--- src/rtl/pio_pkg.sv ---
// pio_pkg: PIO s1 register offsets and master FSM states.
package pio_pkg;
  localparam logic [1:0] PIO_ADDR_DATA    = 2'd0;
  localparam logic [1:0] PIO_ADDR_DIR     = 2'd1;
  localparam logic [1:0] PIO_ADDR_IRQMASK = 2'd2;
  localparam logic [1:0] PIO_ADDR_EDGECAP = 2'd3;
  typedef enum logic [1:0] {IDLE, ACCESS, WAIT, RESP} state_t;
endpackage

--- src/rtl/pio_tick_gen.sv ---
// pio_tick_gen: one-cycle tick every PRESCALE clocks while enabled.
module pio_tick_gen #(
  parameter int PRESCALE   = 50000,
  parameter int PRESCALE_W = 16
) (
  input  logic clk,
  input  logic reset_n,
  input  logic en,
  output logic tick
);
  logic [PRESCALE_W-1:0] cnt;
  assign tick = en && cnt == PRESCALE_W'(PRESCALE - 1);
  always_ff @(posedge clk or negedge reset_n)
    if (!reset_n) cnt <= '0;
    else cnt <= (!en || tick) ? '0 : cnt + PRESCALE_W'(1);
endmodule

--- src/rtl/pio_s1_master.sv ---
// pio_s1_master: serialises host commands onto PIO s1 and interleaves auto-walk LED writes.
module pio_s1_master
  import pio_pkg::*;
#(
  parameter int READ_LATENCY = 1,
  parameter int LED_W        = 8,
  parameter int PRESCALE     = 50000,
  parameter int PRESCALE_W   = 16
) (
  input  logic        clk_clk,
  input  logic        reset_reset_n,
  input  logic        cmd_valid,
  output logic        cmd_ready,
  input  logic        cmd_write,
  input  logic [1:0]  cmd_addr,
  input  logic [31:0] cmd_wdata,
  output logic        rsp_valid,
  output logic [31:0] rsp_rdata,
  input  logic        auto_en,
  output logic [1:0]  s1_address,
  output logic        s1_chipselect,
  output logic        s1_write_n,
  output logic [31:0] s1_writedata,
  input  logic [31:0] s1_readdata
);
  localparam logic [1:0] LAT_LAST = 2'(READ_LATENCY == 0 ? 0 : READ_LATENCY - 1);
  state_t state, state_nx;
  logic [1:0] lat;
  logic [LED_W-1:0] pattern, pattern_rot;
  logic tick, tick_pend, rst_done, take_auto, take_cmd, capture;
  pio_tick_gen #(.PRESCALE(PRESCALE), .PRESCALE_W(PRESCALE_W)) u_tick (
    .clk(clk_clk), .reset_n(reset_reset_n), .en(auto_en), .tick(tick)
  );
  assign pattern_rot = {pattern[LED_W-2:0], pattern[LED_W-1]};
  assign cmd_ready = rst_done && state == IDLE && !tick_pend;
  assign take_auto = rst_done && state == IDLE && tick_pend;
  assign take_cmd = cmd_valid && cmd_ready;
  // write_n low during ACCESS marks a write; reads continue into WAIT/RESP
  always_comb begin
    state_nx = state;
    capture = 1'b0;
    case (state)
      IDLE:   state_nx = (take_auto || take_cmd) ? ACCESS : IDLE;
      ACCESS: begin
        state_nx = !s1_write_n ? IDLE : (READ_LATENCY == 0) ? RESP : WAIT;
        capture = s1_write_n && READ_LATENCY == 0;
      end
      WAIT: begin
        state_nx = (lat == LAT_LAST) ? RESP : WAIT;
        capture = lat == LAT_LAST;
      end
      default: state_nx = IDLE;
    endcase
  end
  always_ff @(posedge clk_clk or negedge reset_reset_n)
    if (!reset_reset_n) begin
      state <= IDLE;
      rst_done <= 1'b0;
      lat <= 2'd0;
      tick_pend <= 1'b0;
      pattern <= LED_W'(1);
      s1_chipselect <= 1'b0;
      s1_write_n <= 1'b1;
      s1_address <= 2'd0;
      s1_writedata <= 32'd0;
      rsp_valid <= 1'b0;
      rsp_rdata <= 32'd0;
    end else begin
      state <= state_nx;
      rst_done <= 1'b1;
      lat <= (state == WAIT) ? lat + 2'd1 : 2'd0;
      tick_pend <= auto_en && (tick || (tick_pend && !take_auto));
      pattern <= take_auto ? pattern_rot : pattern;
      s1_chipselect <= take_auto || take_cmd;
      s1_write_n <= !(take_auto || (take_cmd && cmd_write));
      s1_address <= take_auto ? PIO_ADDR_DATA : take_cmd ? cmd_addr : s1_address;
      s1_writedata <= take_auto ? 32'(pattern_rot) : take_cmd ? cmd_wdata : s1_writedata;
      rsp_valid <= capture;
      rsp_rdata <= capture ? s1_readdata : rsp_rdata;
    end
endmodule
--- config.mk ---
export PLATFORM = sky130hd
export DESIGN_NAME = pio_s1_master
export DESIGN_NICKNAME = d
export VERILOG_FILES = /design/src/rtl/pio_pkg.sv /design/src/rtl/pio_tick_gen.sv /design/src/rtl/pio_s1_master.sv
export SDC_FILE = /design/constraint.sdc
export NUM_CORES = 1
export LEC_CHECK = 0
export ABC_AREA = 1
export CAP_MARGIN = 40
export CORE_ASPECT_RATIO = 1.75
export CORE_MARGIN = 1
export CORE_UTILIZATION = 40
export DETAILED_ROUTE_END_ITERATION = 8
export PLACE_DENSITY = 0.72
export REMOVE_ABC_BUFFERS = 1
export SLEW_MARGIN = 20
export SYNTH_ARGS = -nofsm -noshare
export SYNTH_HDL_FRONTEND = slang
export SYNTH_SLANG_ARGS = --single-unit
--- constraint.sdc ---
create_clock -name clk_clk -period 2.16 [get_ports clk_clk]
set_input_delay 0.216 -clock clk_clk [delete_from_list [all_inputs] [get_ports clk_clk]]
set_output_delay 0.216 -clock clk_clk [all_outputs]
set_load 0.01 [all_outputs]
==> impl_metrics.yaml <==
outcome:
  status: "completed"
clock_tree:
  cts_tree: "yes"
  h-tree-depth: 3
  clock-sinks: 99
  cts_buffer_depth: 2
  clkSlewWorstSetupHoldPaths_ns: 0.07
  insertion_delay_ns: 0.35
  root_buffer: "clkbuf_16"
  cts_buffers: 9
  postCtsSetupBuffers: 0
final_layout:
  antenna_cells: 0
  multi_input_area_um2: 1480
  nFillCells: 873
  post-route-util_pct: 60.2
  nets: 702
  regArea_um2: 2480
  area_growth_pct: 44.2
  drive_gt1_share_pct: 5.21
routing:
  drt_iter0_markers: 207
  wl_um: 10500
  drc_errors: 0
  vias: 3593
  firstDrtPassIters: 6
  postRouteAntennaNets: 0
  via_per_inst: 4.73
  avgRoutedWirePerCell_um: 13.8
power:
  power_density_nw_per_um2: 1260
  power.internal_mw: 5.09
  switchingPower_mw: 2.48
  p_leak_nw: 2.89
  combPwrFrac_pct: 39.0
  p_seq_share_pct: 37.8
  p_total_mw: 7.57
  pwr-share-clk_pct: 23.2
  peakVddDrop_mv: 0.672
  switching_share_pct: 32.8
synthesis:
  synthCells: 488
  synth_area_um2: 4160
  synth_top_area_share_pct: 58.3
  synth_xor_area_share_pct: 1.05
  synthTopCellsByArea: "dfrtp_1 58%, nand2_1 21%, nand3_1 4.0%, nor2_1 3.7%, o21ai_0 2.3%"
  synth_top_cell_by_area: "dfrtp_1"
  synth_compound_area_share_pct: 3.28
  ys_ff_latch: 99
  synthMuxAreaShare_pct: 0
  synth.yosys.seq_area_share_pct: 59.6
  synthSimpleGateAreaFrac_pct: 30.6
  synth_fa_ha_area_share_pct: 0.602
  synth_cell_type_count: 27
  synth_top_family_by_area: "simple AND/OR/NAND/NOR gates"
  syn_area_per_cell_um2: 8.53
  ys_warn_count: 0
die:
  ios: 141
  die-area_um2: 10800
  die_h_um: 137
  die-width_um: 79.1
  placementRows: 48
  core-area_um2: 9970
  start_util_pct: 41.7
global_routing:
  grt_overflow: 0
  grt_max_degree: 47
  grt_use_total_pct: 20.1
  antenna_found_initial: 0
  first_global_vias: 3477
  grt_first_pass_wirelength_um: 16500
sta:
  setup_violations: 0
  worst_slew_pin_slew_ns: 0.587
  max_slew_margin_pct: 60.9
  rsz0062_at_grt: "no"
  layout_setup_ws_ns: 0.170
  fmax_mhz: 503
  fin_crit_ns: 1.99
  hold_viol_final: 0
  period_share_pct: 92.1
  fin_skew_ns: 0.00929
  slew_viol_final: 0
  holdWs_ns: 0.407
  tns_ns: 0
critical_path:
  crit-reg2reg-capture: "s1_writedata[28]"
  critical_path.startpoint: "state[1]"
  start_kind: "register"
  worst-setup-path-type: "reg2out"
  worstSetupEndpointType: "output pin"
  reg2reg_depth: 7
  worstPathMaxFanout: 7
  rrSetupSlack_ns: 0.43
  cp_data_arrival_time_ns: 1.77
  worstPathRequired_ns: 1.94
  r2r_start: "state[1]"
  endpoint: "cmd_ready"
place:
  dp_slack_ns: 0.401
  gp_congestion: 0.912
  portBuffers: 140
  dp_hpwl_um: 7810
hold_path:
  hp-class: "in2reg"
job:
  max_cap_viol_count: 0
==> area by class of cell <==
type / instances / area share, %
Clock buffer: 10 / 3.98
Clock inverter: 6 / 1.56
Inverter: 18 / 1.13
Multi-Input combinational cell: 352 / 24.7
Sequential cell: 99 / 41.3
Tap cell: 125 / 2.61
Timing Repair Buffer: 149 / 24.7
==> worst min path at each step <==
stage | cells after the start | end | from | slack (ns)
3_5_place_dp | 1 | rsp_rdata[28] | reset_reset_n | 0.27
4_1_cts | 3 | rsp_rdata[6] | s1_readdata[6] | 0.40
2_1_floorplan | 0 | lat[0] | reset_reset_n | -0.08
3_3_place_gp | 1 | rsp_rdata[28] | reset_reset_n | 0.26
5_1_grt | 3 | rsp_rdata[18] | s1_readdata[18] | 0.42
6_report | 3 | rsp_rdata[6] | s1_readdata[6] | 0.41
==> power by group through the flow <==
stage	clock network, mW	logic, mW	registers (mW)
after CTS	1.79	3.01	2.86
after global routing	1.87	3.27	2.93
final	1.76	2.95	2.86
after floorplan	0	0.921	3.14
after global placement	0	2.91	2.87
after detailed placement	0	3.00	2.88
==> metal layers <==
layer | wire length (um) | global-route usage, % | share of wire (%) | vias to the layer above
li1 | - | - | - | 1806
met1 | 3890 | 21.4 | 37 | 1663
met2 | 5860 | 37.0 | 56 | 101
met3 | 441 | 3.93 | 4.2 | 23
met4 | 293 | 9.70 | 2.8 | 0
met5 | 0 | 0 | 0 | -
==> state kept, by name, indices dropped and copies added, names as in the netlist <==
name,count
tick_pend,1
s1_address,2
rsp_valid,1
rst_done,1
s1_chipselect,1
u_tick.cnt,16
lat,2
s1_write_n,1
s1_writedata,32
rsp_rdata,32
pattern,8
state,2
==> cell usage after synthesis, drive strengths merged <==
cell type / instances
o21bai: 2
nand4: 5
clkbuf: 9
o21ai: 19
conb: 1
nand2: 237
xor2: 3
nor3: 1
dfstp: 2
inv: 18
nand3: 33
ha: 2
a21oi: 3
dfrtp: 97
xnor2: 2
nor2: 43
a21o: 1
buf: 10
==> worst max-delay path, cell delays in order, from the launching register on <==
cell and delay (ns):
dfrtp_1 0.41, nor2_1 0.09, nand2_1 0.22, nor2_8 0.17, clkdlybuf4s50_1 0.55
==> cells in the final DEF (no fill, tap or decap), types with 2 or more instances in the layout <==
| cell | instances |
|---|---|
| inv_6 | 3 |
| dfstp_2 | 2 |
| bufinv_16 | 2 |
| a21oi_1 | 2 |
| clkdlybuf4s50_1 | 139 |
| ha_1 | 2 |
| inv_2 | 2 |
| nand3_1 | 33 |
| dfrtp_1 | 97 |
| xnor2_1 | 2 |
| o21bai_1 | 2 |
| nand2_1 | 236 |
| buf_4 | 8 |
| nor2_1 | 41 |
| xor2_1 | 3 |
| clkbuf_16 | 9 |
| inv_1 | 16 |
| nand4_1 | 5 |
| o21ai_0 | 19 |
==> through the flow <==
stage	cells	instance area, um2
global route	759	6000
finish	759	6000
global placement	742	5660
CTS	759	6000
floorplan	469	4030
detailed placement	742	5660
==> kinds of logic (layout without fill, tap and decap cells) <==
logic type	after synthesis	in the layout
flip-flops	99	99
buffers and inverters	37	183
AO/OA/AOI/OAI	25	25
other	1	1
adder cells (fa/ha/maj)	2	2
XOR/XNOR	5	5
AND/OR/NAND/NOR	319	319
==> what timing repair did <==
item                      CTS  global route
hold buffers                1             0
resized for setup           0             0
hold endpoints to repair   42             0
No activity file was read; power rests on OpenSTA's default activity.
